`src/rtl/fifo_pkg.sv`:
```
// Shared constants for the asynchronous FIFO read and write stages.
// Also holds the read-side credit check used by the output stage.
package fifo_pkg;

    localparam int DATA_WIDTH_DEF = 8;
    localparam int BUF_DEPTH      = 2;
    localparam int OCC_W          = $clog2(BUF_DEPTH + 1);

    typedef logic [OCC_W-1:0] occ_t;

    // True when a word issued now still has a free slot by the time it lands.
    function automatic logic credit_ok(
        input occ_t occ,
        input logic inflight,
        input logic pop
    );
        logic [OCC_W:0] level;
        logic [OCC_W:0] limit;
        level = {1'b0, occ} + {{OCC_W{1'b0}}, inflight};
        limit = {{OCC_W{1'b0}}, 1'b1} + {{OCC_W{1'b0}}, pop};
        return (level <= limit);
    endfunction

endpackage

```
`src/rtl/rd_skid_buf.sv`:
```
// Two-entry output buffer for the read stage: storage, head index and occupancy.
// The head stays on the last popped word when the buffer drains, so head_data holds it.
module rd_skid_buf
    import fifo_pkg::*;
#(
    parameter int DATA_WIDTH = DATA_WIDTH_DEF
) (
    input  logic                  clk,
    input  logic                  rst,
    input  logic                  push,
    input  logic [DATA_WIDTH-1:0] push_data,
    input  logic                  pop,
    output logic [DATA_WIDTH-1:0] head_data,
    output logic [OCC_W-1:0]      occ,
    output logic                  valid
);

    logic [DATA_WIDTH-1:0] mem_q [BUF_DEPTH];
    logic                  head_q;
    logic                  head_d;
    occ_t                  occ_q;
    occ_t                  occ_d;
    logic                  tail_idx;
    logic                  pop_eff;
    logic                  last_out;

    assign pop_eff  = pop & (occ_q != '0);
    assign tail_idx = head_q ^ occ_q[0];
    assign last_out = (occ_q == occ_t'(1)) & ~push;

    always_comb begin
        occ_d  = occ_q + {{(OCC_W-1){1'b0}}, push} - {{(OCC_W-1){1'b0}}, pop_eff};
        head_d = head_q;
        if (pop_eff && !last_out) begin
            head_d = ~head_q;
        end
    end

    always_ff @(posedge clk) begin
        if (!rst) begin
            for (int i = 0; i < BUF_DEPTH; i++) begin
                mem_q[i] <= '0;
            end
            head_q <= 1'b0;
            occ_q  <= '0;
        end else begin
            occ_q  <= occ_d;
            head_q <= head_d;
            if (push) begin
                mem_q[tail_idx] <= push_data;
            end
        end
    end

    assign head_data = mem_q[head_q];
    assign occ       = occ_q;
    assign valid     = (occ_q != '0);

endmodule

```
`src/rtl/rd_fwft_stage.sv`:
```
// Read-side first-word-fall-through stage: issues memory reads against buffer credit
// and lands the 1-cycle-late read data into a 2-entry output buffer.
module rd_fwft_stage
    import fifo_pkg::*;
#(
    parameter int DATA_WIDTH = DATA_WIDTH_DEF
) (
    input  logic                  rclk,
    input  logic                  rst,
    input  logic                  empty,
    input  logic [DATA_WIDTH-1:0] rdata,
    output logic                  r_en,
    output logic                  m_valid,
    input  logic                  m_ready,
    output logic [DATA_WIDTH-1:0] m_data,
    output logic [OCC_W-1:0]      occ
);

    logic init_q;
    logic inflight_q;
    logic pop;
    occ_t occ_w;
    logic valid_w;

    assign pop = valid_w & m_ready;

    // The handler's empty flag is not trustworthy until one cycle after reset release.
    assign r_en = rst & init_q & ~empty & credit_ok(occ_w, inflight_q, pop);

    always_ff @(posedge rclk) begin
        if (!rst) begin
            init_q     <= 1'b0;
            inflight_q <= 1'b0;
        end else begin
            init_q     <= 1'b1;
            inflight_q <= r_en;
        end
    end

    rd_skid_buf #(
        .DATA_WIDTH(DATA_WIDTH)
    ) u_buf (
        .clk       (rclk),
        .rst       (rst),
        .push      (inflight_q),
        .push_data (rdata),
        .pop       (pop),
        .head_data (m_data),
        .occ       (occ_w),
        .valid     (valid_w)
    );

    assign m_valid = valid_w;
    assign occ     = occ_w;

endmodule
```
`config.mk`:
```
export PLATFORM = sky130hd
export DESIGN_NAME = rd_fwft_stage
export DESIGN_NICKNAME = d
export VERILOG_FILES = /design/src/rtl/fifo_pkg.sv /design/src/rtl/rd_skid_buf.sv /design/src/rtl/rd_fwft_stage.sv
export SDC_FILE = /design/constraint.sdc
export NUM_CORES = 1
export LEC_CHECK = 0
export CAP_MARGIN = 20
export CORE_MARGIN = 8
export CORE_UTILIZATION = 40
export CTS_CLUSTER_SIZE = 20
export DETAILED_ROUTE_END_ITERATION = 6
export GPL_TIMING_DRIVEN = 0
export PLACE_DENSITY_LB_ADDON = 0.25
export SYNTH_ARGS = -nofsm -noshare
export SYNTH_HDL_FRONTEND = slang
export SYNTH_HIERARCHICAL = 1
export SYNTH_SLANG_ARGS = --single-unit
```
`constraint.sdc`:
```
create_clock -name rclk -period 5.1 [get_ports rclk]
set_input_delay 0.765 -clock rclk [delete_from_list [all_inputs] [get_ports rclk]]
set_output_delay 0.765 -clock rclk [all_outputs]
set_load 0.01 [all_outputs]
```
## Word-level counts from Yosys, hierarchy flattened

Memory sizes are Yosys's and may differ from the RTL's. A register that Yosys moved wholly into a read port is not among the register bits.
Index checks and enable logic that the tools add are counted.

- Add/subtract/negate cells: 4
- $mul: 0
- Div/mod/pow operators: 0
- $lt $le $gt $ge: 1
- Equal/unequal tests: 1
- Shift operators: 0
- Multiplexer cells: 10
- Bitwise gates (word level): 10
- Reduce and logical (&&, ||, !) cells: 4

Operators by type and width:

| kind | number |
|---|---|
| $mux W1 | 9 |
| $mux W8 | 1 |
| $reduce_or A8 Y1 | 1 |
| $and A1 B1 Y1 | 6 |
| $add A2 B1 Y3 | 1 |
| $le A3 B2 Y1 | 1 |
| $not A1 Y1 | 3 |
| $add A1 B1 Y2 const A | 1 |
| $add A2 B1 Y2 | 1 |
| $eq A2 B1 Y1 const B | 1 |
| $reduce_bool A2 Y1 | 1 |
| $sub A2 B1 Y2 | 1 |
| $logic_and A1 B1 Y1 | 1 |
| $logic_not A1 Y1 | 1 |
| $xor A1 B1 Y1 | 1 |

- Register bits after elaboration: 5
- Latch bits: 0
- Memory bits (writable): 16
- Bits in read-only memories: 0
- Input bits: 12
- Memories: 1

Memory list:

| name | words | bits a word | read ports | clocked after memory_dff | wr ports | line | text |
|---|---|---|---|---|---|---|---|
| u_buf.mem_q | 2 | 8 | 1 | 1 | 2 | rd_skid_buf.sv:18 | `logic [DATA_WIDTH-1:0] mem_q [BUF_DEPTH];` |

## Longest topological paths before layout

Gate-level depths: netlist (run 1).

- Depth after elaboration: 6
- Gate-level depth with buffers: 10
- Depth with buffers taken out: 10

## Modules after synthesis

The synthesis (run 1) kept the hierarchy.

Modules (own cells, without submodules):

| module | times used | cells an instance | area an instance (um^2) |
|---|---|---|---|
| rd_skid_buf | 1 | 75 | 894.6 |
| rd_fwft_stage | 1 | 16 | 151.4 |

## Worst setup path after synthesis (run 1)

No wires, ideal clock.

- Kind: in2out
- Start: in m_ready
- End: out r_en
- Arrival time: 2.103 ns
- Required time: 4.335 ns
- Slack: 2.232 ns
- Cell stages on the path: 5
- Cells stage by stage: nand2_1 inv_1 fa_1 or3b_1 a211oi_1

- Longest elaborated chain between the ends: 4

RTL lines:

| element | line | text |
|---|---|---|
| start: declaration | rd_fwft_stage.sv:14 | `input logic m_ready,` |
| $and A1 B1 Y1 | rd_fwft_stage.sv:25 | `assign pop = valid_w & m_ready;` |
| via pop | rd_fwft_stage.sv:21 | `logic pop;` |
| $add A1 B1 Y2 | fifo_pkg.sv:20 | `limit = {{OCC_W{1'b0}}, 1'b1} + {{OCC_W{1'b0}}, pop};` |
| $le A3 B2 Y1 | fifo_pkg.sv:21 | `return (level <= limit);` |
| $and A1 B1 Y1 | rd_fwft_stage.sv:28 | `assign r_en = rst & init_q & ~empty & credit_ok(occ_w, inflight_q, pop);` |
| end: declaration | rd_fwft_stage.sv:12 | `output logic r_en,` |

The timed path passes the listed nets, and every way through them passes these cells.

## Worst setup path in the final report (run 1)

Ends and elaborated chain as after synthesis.

==> impl_results.md, run 1 <==
* Status: finished, final reports clean
* I/O Buffers at 23
* WS Path Type: input pin to output port
* Clock power frac at 0.230
* TritonCTS buffer count at 3
* Worst-Margin Slew at 0.777 ns
* Max clock buf depth at 2
* Most frequent cells in the layout: clkdlybuf4s50_1 (23), nor2_1 (16), edfxtp_1 (16)
* Clk_lat worst skew at 0.30 ns
* WP data arrival at 3.08 ns
* Vias in the first global route at 808
* R2r startpoint: u_buf/occ[0]
* H-tree lvl count at 1
* Clk pin slew, worst setup/hold paths at 0.12 ns
* Reg2reg end: inflight_q
* Estimated wirelength of the detail-placed design at 1.59 mm
* XOR/XNOR Fraction of Synth Area at 0.0335
* GR Overflow Total at 0
* Worst hold path type: flop to flop
* Nets at 138
* Initial Util at 0.422
* Clock root buffer: clkbuf_4
* Die width at 67.1 um
* Delay-heaviest family, CP: buffers and inverters
* Leakage power at 0.530 nW
* Antenna Cells at 0
* Sequential share of power at 0.593
* Setup TNS at 0 ns
* Vias per cell at 4.91
* Syn Nets at 109
* Hold Vio Cnt, Final at 0
* Post-Synthesis Cells at 91
* Switching power at 85.0 uW
* First-pass GRT wire length at 3.53 mm
* Synth Area in Adders at 0.0789
* Hold Crit Endpoint: inflight_q
* Placed Area at 1320 um2
* Pin count of the biggest net entering global routing at 13
* CTS tree: done
* Crit-path most repeated cell: clkdlybuf4s50_1
* Placed instance count at 145
* Internal at 262 uW
* Routability cong. at 0.744
* Synthesis-stage register bit count at 22
* Complex-gate fraction of the synthesized area at 0.0550
* Largest family of logic cells by synthesized area: simple AND/OR/NAND/NOR gates
* Crit path max-delay cell type: clkdlybuf4s50_1
* Synthesis Warnings at 6
* Ports at 24
* Synth Area per Inst at 11.5 um2
* Cts repair resizes at 0
* DRC Markers at 0
* Total Routed Length at 2.10 mm
* Power share of the combinational group at 0.177
* Worst vdd ir at 144 uV
* Initial antenna violation count at 0
* Req. time, crit path at 4.34 ns
* Fin. max-slew vios at 0
* Drt wl/cell at 14.1 um
* Finished Cell Area at 1350 um2
* Clock sinks at 22
* Tmin final at 3.84 ns
* Worst slack, placed at 1.26 ns
* Final non-filler cell total at 149
* Vias at 731
* Sw frac at 0.245
* Leading cell type in the layout, fill and taps excluded: clkdlybuf4s50_1
* Worst path cell trace: clkdlybuf4s50_1 > nand2_1 > inv_1 > fa_1 > or3b_1 > a211oi_1 > clkdlybuf4s50_1
* Worst setup margin at 1.26 ns
* DRT antenna net count at 0
* FP Rows at 18
* Hold path depth at 2
* Layout area overhead at 28.6%
* Max-cap violations at 0
* Hold buffers post-CTS at 0
* Crit-path max FO at 3
* Hold Path Origin: init_q
* DRT Pass-1 Iters at 4
* Synth async-reset ratio at 0
* Total die area at 4510 um2
* Post-synth EDFFs at 16
* # fillers at 227
* Final setup viols at 0
* Maximum clock frequency at 260 MHz
* Layout cells sized above 1 at 0.126
* Simple-gate share of the synthesized area at 0.138
* WP buf/inv at 3
* Post-synthesis sequential area ratio at 0.574
* Final Cycle Share at 0.753
* RSZ-0062 raised after global routing: no
* Reg2Reg Depth at 6
* Final Skew at 0.00210 ns
* Slew headroom at 0.478
* CP peak stage delay at 0.58 ns
* Setup Fix Bufs, Post-CTS at 0
* Nature of the critical path endpoint: output port
* Power Density at 258 nW/um2
* GRT Resource Usage Total at 0.103
* Drt initial violations at 20
* Die extent in y at 67.1 um
* Worst Setup Start Kind: input pin
* Mapped Area at 1050 um2
* Flop2flop setup slack at 3.02 ns
* Post-synth top flop: edfxtp_1
* Multiplexer area fraction after synthesis at 0.0861
* Core area at 2480 um2
* Post-synth cell types at 21
-- area by class of cell --
type,instances,area [um2],share of cell area
timing repair buffer,24,235,0.175
tap,30,37.5,0.0279
buffer,2,10.0,0.00744
clock buffer,3,22.5,0.0167
sequential,22,601,0.447
inverter,7,26.3,0.0195
clock inverter,1,3.75,0.00279
multi-input combinational,60,409,0.304
-- cells in the mapped netlist (all sizes together) (3+ instances only) --
master | count | area [um2]
edfxtp | 16 | 480
nor2 | 16 | 60.1
nand2 | 10 | 37.5
mux2 | 8 | 90.1
inv | 7 | 26.3
dfxtp | 6 | 120
ha | 5 | 62.6
and2 | 4 | 25.0
o21ai | 3 | 15.0
xnor2 | 3 | 26.3
-- power by group through the flow --
stage | sequential (mW) | combinational (mW) | clock [mW]
after floorplan | 0.209 | 0.0303 | 0
after global placement | 0.210 | 0.0605 | 0
after detailed placement | 0.210 | 0.0623 | 0
after CTS | 0.206 | 0.0627 | 0.0810
after global routing | 0.208 | 0.0682 | 0.0886
final | 0.206 | 0.0614 | 0.0801
-- kinds of logic after synthesis --
logic type,count (synthesis)
AOI/OAI and AO/OA,9
xor gates and xnor gates,4
adders and majority gates,6
buffers and inverters,9
DFF,22
muxes,8
and+or+nand+nor,33
-- worst reg2reg max path: stages (launching register included) --
cell      delay (ns)
dfxtp_1         0.41
or2_2           0.32
nand2_1         0.10
inv_1           0.08
fa_1            0.49
or3b_1          0.39
a211oi_1        0.22
-- worst max path at each step --
stage	startpoint	cells past startpoint	slack [ns]	to
global placement	m_ready	7	1.29	r_en
global route	m_ready	7	1.10	r_en
detailed placement	m_ready	7	1.26	r_en
CTS	m_ready	7	1.23	r_en
finish	m_ready	7	1.26	r_en
floorplan	m_ready	5	2.23	r_en
-- registers in the layout, summed over array words and instances, names as in the netlist, named ones only --
signal        count
u_buf/mem_q      16
u_buf/occ         2
inflight_q        1
init_q            1
u_buf/head_q      1
-- layer usage --
metal	part of all wire	vias up	global-route usage
li1	-	367	-
met1	0.39	346	0.102
met2	0.54	16	0.188
met3	0.066	2	0.0315
met4	0.0081	0	0.0548
met5	0	-	0
-- metrics by stage --
step	utilization	power (mW)	hold slack, ns
floorplan	-	0.240	0.436
global placement	0.530	0.270	0.453
detailed placement	0.532	0.273	0.462
CTS	0.543	0.350	0.480
global route	0.543	0.364	0.502
finish	0.543	0.347	0.479
(Power assumes the default switching activity.)
==> run 2, diff against run 1 <==
clock period = 3.13 ns   (was 5.1 ns; I/O delays follow)
==> impl_results.md, run 2 (synthesis gave the netlist of run 1 again) <==
* Flop2flop setup slack at 1.09 ns
* Final setup viols at 0
* Core area at 2480 um2
* Vias per cell at 4.91
* Worst-Margin Slew at 0.777 ns
* # fillers at 227
* R2r startpoint: u_buf/occ[1]
* Antenna Cells at 0
* DRT antenna net count at 0
* Hold Crit Endpoint: inflight_q
* Estimated wirelength of the detail-placed design at 1.59 mm
* Worst vdd ir at 234 uV
* Worst Setup Start Kind: flop
* TritonCTS buffer count at 3
* Setup TNS at 0 ns
* Pin count of the biggest net entering global routing at 13
* DRC Markers at 0
* Clk pin slew, worst setup/hold paths at 0.12 ns
* Hold Path Origin: init_q
* GR Overflow Total at 0
* Worst setup margin at 0.194 ns
* Worst slack, placed at -0.123 ns
* Reg2reg end: inflight_q
* Hold path depth at 2
* Placed instance count at 145
* Leading cell type in the layout, fill and taps excluded: clkdlybuf4s50_1
* Total Routed Length at 2.10 mm
* Tmin final at 2.94 ns
* Power Density at 421 nW/um2
* Ports at 24
* Final non-filler cell total at 149
* Die extent in y at 67.1 um
* Max-cap violations at 0
* Reg2Reg Depth at 6
* GRT Resource Usage Total at 0.103
* Crit-path max FO at 6
* Die width at 67.1 um
* RSZ-0062 raised after global routing: no
* Drt initial violations at 20
* Max clock buf depth at 2
* I/O Buffers at 23
* Fin. max-slew vios at 0
* Slew headroom at 0.479
* WP data arrival at 2.47 ns
* Initial Util at 0.422
* Hold Vio Cnt, Final at 0
* Initial antenna violation count at 0
* Hold buffers post-CTS at 0
* Vias in the first global route at 808
* FP Rows at 18
* Final Cycle Share at 0.938
* Maximum clock frequency at 341 MHz
* Req. time, crit path at 2.66 ns
* Final core utilization at 0.542
* Layout area overhead at 28.3%
* Total die area at 4510 um2
* WS Path Type: flop to output port
* CTS tree: done
* Nets at 138
* Routability cong. at 0.744
* Status: finished, final reports clean
* Clk_lat worst skew at 0.30 ns
* Top reg by flops: u_buf/mem_q
* Clock sinks at 22
* Most frequent cells in the layout: clkdlybuf4s50_1 (22), nor2_1 (16), edfxtp_1 (16)
* Drt wl/cell at 14.1 um
* Clock root buffer: clkbuf_4
* H-tree lvl count at 1
* Max reg flops at 16
* Nature of the critical path endpoint: output port
* Layout cells sized above 1 at 0.151
* Leakage power at 0.532 nW
* Vias at 731
* First-pass GRT wire length at 3.53 mm
* Final Skew at 0.00206 ns
* Worst hold path type: flop to flop
* DRT Pass-1 Iters at 4
[run 2: how the worst max path moves through the flow]
stage | start | to | slack [ns] | depth (start not counted)
floorplan | u_buf/occ[0] | r_en | 0.56 | 6
global placement | m_ready | r_en | -0.09 | 7
detailed placement | m_ready | r_en | -0.12 | 7
CTS | u_buf/occ[0] | r_en | 0.004 | 7
global route | u_buf/occ[1] | r_en | 0.02 | 7
finish | u_buf/occ[1] | r_en | 0.19 | 7
[run 2: critical path, stage by stage, from the launching register on]
cell      delay [ns]
dfxtp_2         0.38
or2_2           0.32
nand2_1         0.10
inv_1           0.08
fa_1            0.49
or3b_1          0.39
a211oi_1        0.25
clkbuf_2        0.17
[run 2: layout make-up]
cell class	count	area [um2]	area share
sequential	22	603	0.449
multi-input combinational	60	409	0.305
timing repair buffer	24	230	0.171
tap	30	37.5	0.0280
inverter	7	26.3	0.0196
clock buffer	3	22.5	0.0168
buffer	2	10.0	0.00746
clock inverter	1	3.75	0.00280
[run 2: through the flow]
step           power, mW  cell area [um2]  hold slack [ns]
6_report           0.566             1340            0.479
5_1_grt            0.593             1340            0.502
4_1_cts            0.569             1340            0.480
3_5_place_dp       0.444             1320            0.462
3_3_place_gp       0.440             1310            0.453
2_1_floorplan      0.390             1050            0.436
[run 2: report_power, final]
group	switching (mW)	total (mW)	internal (mW)
clock	0.0840	0.130	0.0465
combinational	0.0469	0.0992	0.0523
sequential	0.00765	0.336	0.328
total	0.138	0.566	0.427
[run 2: per-layer routing]
metal  share of wire  track usage  vias to the layer above
met5               0            0                        -
li1                -            -                      367
met3           0.066       0.0315                        2
met1            0.39        0.102                      346
met2            0.54        0.188                       16
met4          0.0081       0.0548                        0
[run 2: timing repair]
item | 4_1_cts | 5_1_grt
endpoints found under the hold margin | 0 | 0
endpoints found under the setup margin | 1 | 1
buffers inserted | 0 | 0
cloned | 0 | 0
gates resized for setup | 1 | 5
==> run 3, diff against run 2 <==
CTS_CLUSTER_DIAMETER = 100   (was default)
SLEW_MARGIN = 5   (was default)
==> results of run 3 <==
The final DEF is identical to that of run 2; final timing and power are the same.
